===== config.mk =====
export PLATFORM = sky130hd
export DESIGN_NAME = nibbler_sequencer
export DESIGN_NICKNAME = d
export VERILOG_FILES = /design/src/rtl/nibbler_pkg.sv /design/src/rtl/nibbler_jump_cond.sv /design/src/rtl/nibbler_sequencer.sv
export SDC_FILE = /design/constraint.sdc
export NUM_CORES = 1
export LEC_CHECK = 0
export CAP_MARGIN = 20
export CORE_MARGIN = 2
export CORE_UTILIZATION = 38
export CTS_CLUSTER_SIZE = 24
export DETAILED_ROUTE_END_ITERATION = 16
export GPL_TIMING_DRIVEN = 0
export PLACE_DENSITY = 0.71
export SLEW_MARGIN = 0
export SYNTH_ARGS = -nofsm -noshare
export SYNTH_HDL_FRONTEND = slang
export SYNTH_SLANG_ARGS = --single-unit

===== constraint.sdc =====
create_clock -name clk -period 1.65 [get_ports clk]
set_input_delay 0.33 -clock clk [delete_from_list [all_inputs] [get_ports clk]]
set_output_delay 0.33 -clock clk [all_outputs]
set_load 0.05 [all_outputs]

===== src/rtl/nibbler_pkg.sv =====
// Shared Nibbler definitions: opcode encodings, sequencer state type and the
// default program counter width.
package nibbler_pkg;

    localparam int NIB_PC_W = 12;

    localparam logic [3:0] OP_JC  = 4'h0;
    localparam logic [3:0] OP_JNC = 4'h1;
    localparam logic [3:0] OP_JZ  = 4'h2;
    localparam logic [3:0] OP_JNZ = 4'h3;
    localparam logic [3:0] OP_JMP = 4'h4;
    localparam logic [3:0] OP_HLT = 4'hF;

    typedef enum logic [1:0] {
        S_IDLE,
        S_FETCH,
        S_EXEC,
        S_HALT
    } seq_state_t;

endpackage


===== src/rtl/nibbler_jump_cond.sv =====
// Jump condition decode: decides from the opcode nibble and the ALU flags
// whether a jump instruction loads its target.
module nibbler_jump_cond
    import nibbler_pkg::*;
(
    input  logic [3:0] instruction,
    input  logic       carry_flag,
    input  logic       zero_flag,
    output logic       take_jump
);

    always_comb begin
        take_jump = 1'b0;
        case (instruction)
            OP_JC:   take_jump = carry_flag;
            OP_JNC:  take_jump = ~carry_flag;
            OP_JZ:   take_jump = zero_flag;
            OP_JNZ:  take_jump = ~zero_flag;
            OP_JMP:  take_jump = 1'b1;
            default: take_jump = 1'b0;
        endcase
    end

endmodule


===== src/rtl/nibbler_sequencer.sv =====
// Nibbler front-end sequencer: owns the program counter and the two-phase
// fetch/execute cycle, with free-run, single-step and halt control.
module nibbler_sequencer
    import nibbler_pkg::*;
#(
    parameter int              PC_W     = NIB_PC_W,
    parameter logic [PC_W-1:0] RESET_PC = '0
) (
    input  logic            clk,
    input  logic            reset,
    input  logic            run_en,
    input  logic            step,
    input  logic [7:0]      programByte,
    input  logic [3:0]      instruction,
    input  logic [3:0]      operand,
    input  logic            carry_flag,
    input  logic            zero_flag,
    output logic [PC_W-1:0] pc,
    output logic            phase,
    output logic            jump_taken,
    output logic            instr_done,
    output logic            halted
);

    seq_state_t      state;
    seq_state_t      state_nxt;
    logic [PC_W-1:0] pc_nxt;
    logic            jump_nxt;
    logic            done_nxt;
    logic            halted_nxt;
    logic            take_jump;

    nibbler_jump_cond u_jump_cond (
        .instruction (instruction),
        .carry_flag  (carry_flag),
        .zero_flag   (zero_flag),
        .take_jump   (take_jump)
    );

    always_ff @(posedge clk or negedge reset) begin
        if (!reset) begin
            state      <= S_IDLE;
            pc         <= RESET_PC;
            phase      <= 1'b0;
            jump_taken <= 1'b0;
            instr_done <= 1'b0;
            halted     <= 1'b0;
        end else begin
            state      <= state_nxt;
            pc         <= pc_nxt;
            phase      <= (state_nxt == S_EXEC);
            jump_taken <= jump_nxt;
            instr_done <= done_nxt;
            halted     <= halted_nxt;
        end
    end

    // The pulse outputs are registered so they line up with the pc value they describe.
    always_comb begin
        state_nxt  = state;
        pc_nxt     = pc;
        jump_nxt   = 1'b0;
        done_nxt   = 1'b0;
        halted_nxt = halted;
        case (state)
            S_IDLE: begin
                if (run_en || step) begin
                    state_nxt = S_FETCH;
                end
            end
            S_FETCH: begin
                pc_nxt    = pc + PC_W'(1);
                state_nxt = S_EXEC;
            end
            S_EXEC: begin
                done_nxt = 1'b1;
                if (take_jump) begin
                    pc_nxt   = PC_W'({operand, programByte});
                    jump_nxt = 1'b1;
                end else begin
                    pc_nxt = pc + PC_W'(1);
                end
                if (instruction == OP_HLT) begin
                    state_nxt  = S_HALT;
                    halted_nxt = 1'b1;
                end else if (run_en) begin
                    state_nxt = S_FETCH;
                end else begin
                    state_nxt = S_IDLE;
                end
            end
            S_HALT: begin
                state_nxt = S_HALT;
            end
        endcase
    end

endmodule


==> results of run 1 <==
-- state kept, by name, summed over array words and instances, names as in the netlist --
register	cells
pc	12
state	2
halted	1
instr_done	1
jump_taken	1
phase	1
-- kinds of logic (layout without fill, tap and decap cells) --
| group | count (synthesis) | count (layout) |
|---|---|---|
| AO/OA/AOI/OAI | 30 | 30 |
| multiplexers | 7 | 7 |
| adder cells (fa/ha/maj) | 5 | 5 |
| XOR/XNOR | 1 | 1 |
| buffers and inverters | 17 | 69 |
| AND/OR/NAND/NOR | 39 | 39 |
| flip-flops | 18 | 18 |
-- final timing paths --
| kind | from | to | slack [ps] | depth (start not counted) |
|---|---|---|---|---|
| max reg2reg | state[1] | pc[0] | 10 | 8 |
| max in group asynchronous | reset | pc[0] | 580 | 1 |
| max | instruction[2] | pc[3] | -20 | 7 |
| min in group asynchronous | reset | pc[11] | 490 | 1 |
| min reg2reg | halted | halted | 480 | 1 |
| min | halted | halted | 480 | 1 |
-- repair_timing --
| item | in CTS | in global routing |
|---|---|---|
| pin swaps | 5 | 7 |
| hold buffers | 0 | 0 |
| setup endpoints to repair | 29 | 15 |
| setup buffers | 6 | 6 |
| gates cloned | 1 | 0 |
| gates resized for setup | 43 | 14 |
-- Yosys cell counts, types with 2 or more instances --
cell     number
nand3_1       4
o32a_1        2
a311o_1       2
ha_1          5
or3_1         2
and3_1        3
buf_6         2
a211o_1       2
inv_1        13
a22oi_1       6
nor3_1        3
nand2_1       8
mux2i_1       7
dfrtp_1      18
or2_2         2
o21ai_0       7
nor2_1        9
o21ai_1       2
a21oi_1       4
-- worst max-delay path, stage by stage --
cell,delay [ps]
buf_6,90
or4b_4,540
a311oi_4,310
buf_4,180
buf_8,130
o21ai_0,110
a22oi_1,200
-- final cells by class --
| type | instances | area share [%] |
|---|---|---|
| timing repair buffer | 48 | 25.2 |
| tap | 31 | 2.32 |
| multi-input combinational | 82 | 37.5 |
| clock buffer | 4 | 2.17 |
| buffer | 4 | 2.40 |
| sequential | 18 | 27.5 |
| inverter | 13 | 2.92 |
-- per-layer routing --
metal	share of wire [%]	GRT usage, %	vias to the layer above
met5	0	0	-
met4	1.1	6.98	0
met3	5.6	3.13	4
met2	50	30.4	31
met1	44	21.3	503
li1	-	-	527
-- power by group through the flow --
stage,logic (uW),clock network (uW),registers [uW]
6_report,1980,283,808
5_1_grt,2140,307,841
4_1_cts,1880,291,805
3_5_place_dp,1820,0,837
3_3_place_gp,1790,0,822
2_1_floorplan,742,0,1340
-- stage by stage --
step | worst slack (ps) | hold slack, ps | cells
after floorplan | -115 | 34.4 | 117
final | -23.3 | 476 | 200
after global routing | -109 | 518 | 200
after global placement | -711 | 453 | 185
after detailed placement | -748 | 459 | 185
after CTS | -13.3 | 483 | 196
==> flow_summary_export.csv, run 1 <==
group,metric,value,unit
critical_path,endpoint_kind,"flop",
floorplanning,die_h,58.1,um
yosys,synthDistinctLibCells,35,
finish,areaGrowthSynthToFinish,49.9,%
power,ir_drop,1.28,mV
floorplanning,fp-row-count,19,
finish,antennaDiodeCount,0,
power,swShare,51.4,%
finish,final_common_cell,"clkdlybuf4s50_1",
cts,ctsLongestPathBuffers,2,
cts,cts.sink_count,18,
yosys,syn_area_per_cell,9.52,um2
timing,finalCriticalPeriod,1670,ps
yosys,netlist_instances,117,
power,clockPowerShare,9.2,%
finish,nFillCells,257,
finish,multiInputGateArea,626,um2
yosys,yosys_warnings,0,
power,internal_power,1490,uW
floorplanning,die_w,58.1,um
critical_path,startpoint_type,"input pin",
power,p_sw,1580,uW
power,power,3070,uW
routing,drtIter0Drc,19,
yosys,synth_flop_cell,"dfrtp_1",
finish,nets,197,
placement,io_buffers,37,
routing,wl_per_cell,14.2,um
placement,dpl-instance-area,1540,um2
timing,relSlewSlack,44.0,%
floorplanning,io_pins,38,
yosys,yosys-mux-area-fraction,6.29,%
critical_path,critPathMaxFanout,10,
routing,wl,2.84,mm
cts,cts_root_buffer,"clkbuf_4",
yosys,syn_nets,144,
global_routing,grt_max_degree,19,
routing,drtAntennaViolNets,0,
yosys,synth_xor_xnor_area_share,0.787,%
yosys,synth-adder-area-share,5.62,%
critical_path,worstPathRequired,1860,ps
routing,vias,1065,
floorplanning,start_util,40.0,%
yosys,synth_top_family_by_area,"compound AO/OA/AOI/OAI gates",
finish,mostFrequentLayoutCells,"clkdlybuf4s50_1 (16), dlygate4sd2_1 (14), dfrtp_1 (11)",
yosys,ys_seq_area_share,40.4,%
timing,fin_tns_setup,-27.2,ps
floorplanning,coreArea,2780,um2
finish,final_cell_area,1670,um2
yosys,synth_top_cell_area_share,40.4,%
placement,dpl.hpwl,1.91,mm
yosys,ys_top_cells_by_area,"dfrtp_1 (40%), mux2i_1 (6.3%), ha_1 (5.6%)",
run,cap_viol_max_count,0,
routing,vias_per_cell,5.33,
cts,cts_htree_levels,1,
power,comb_power_share,64.5,%
global_routing,grt_pass1_vias,1006,
finish,postLayoutCoreUtil,60.0,%
timing,timing.fmax,598,MHz
global_routing,antenna_found_initial,0,
status,violations,"setup timing",
yosys,synth_edf_count,0,
yosys,netlist_area,1110,um2
cts,cts_buffers,3,
finish,drive_above_1_share,27.8,%
cts,path_clk_slew,110,ps
timing,hold_viol,0,
cts,cts_tree,"done",
power,p_seq_share,26.3,%
yosys,synth-simple-area-share,18.8,%
finish,seq_area,459,um2
timing,fin_crit_sh,101,%
yosys,synth_top_cell_by_area,"dfrtp_1",
power,p_leak,0.000756,uW
timing,rsz0062_at_grt,"true",
timing,worst_slew_pin_slew,838,ps
global_routing,grt-ovfl-total,0,
global_routing,grt_pass1_wl,4.46,mm
power,power_density,1840,nW/um2
yosys,synth_compound_area_share,20.9,%
critical_path,critical_path_arrival,1890,ps
timing,fin_skew,5.98,ps
cts,clock_latency,300,ps
placement,place.gp.congestion,0.795,
timing,drv_slew,0,
floorplanning,dieArea,3380,um2
global_routing,grt_use_total,17.5,%
status,status,"complete, but fails checks",
yosys,synthArstFlopShare,100,%
critical_path,path_class,"input pin to flop",
routing,drc,0,
timing,finalSetupViolations,3,
timing,fin_ws,-23.3,ps
yosys,synth_seq_cells,18,
routing,dr.pass1.iters,4,
worst_hold_path,hp-class,"flop to flop",
Note: power is estimated with default switching activity, not from simulation.
==> run 2: changes to the inputs <==
--- a/config.mk
+++ b/config.mk
@@ -11,6 +11,7 @@
 export CTS_CLUSTER_SIZE = 24
 export DETAILED_ROUTE_END_ITERATION = 16
 export GPL_TIMING_DRIVEN = 0
+export HOLD_SLACK_MARGIN = 0.12
 export PLACE_DENSITY = 0.71
 export SLEW_MARGIN = 0
 export SYNTH_ARGS = -nofsm -noshare
==> results of run 2 <==
The final DEF is identical to that of run 1; final timing and power are the same.
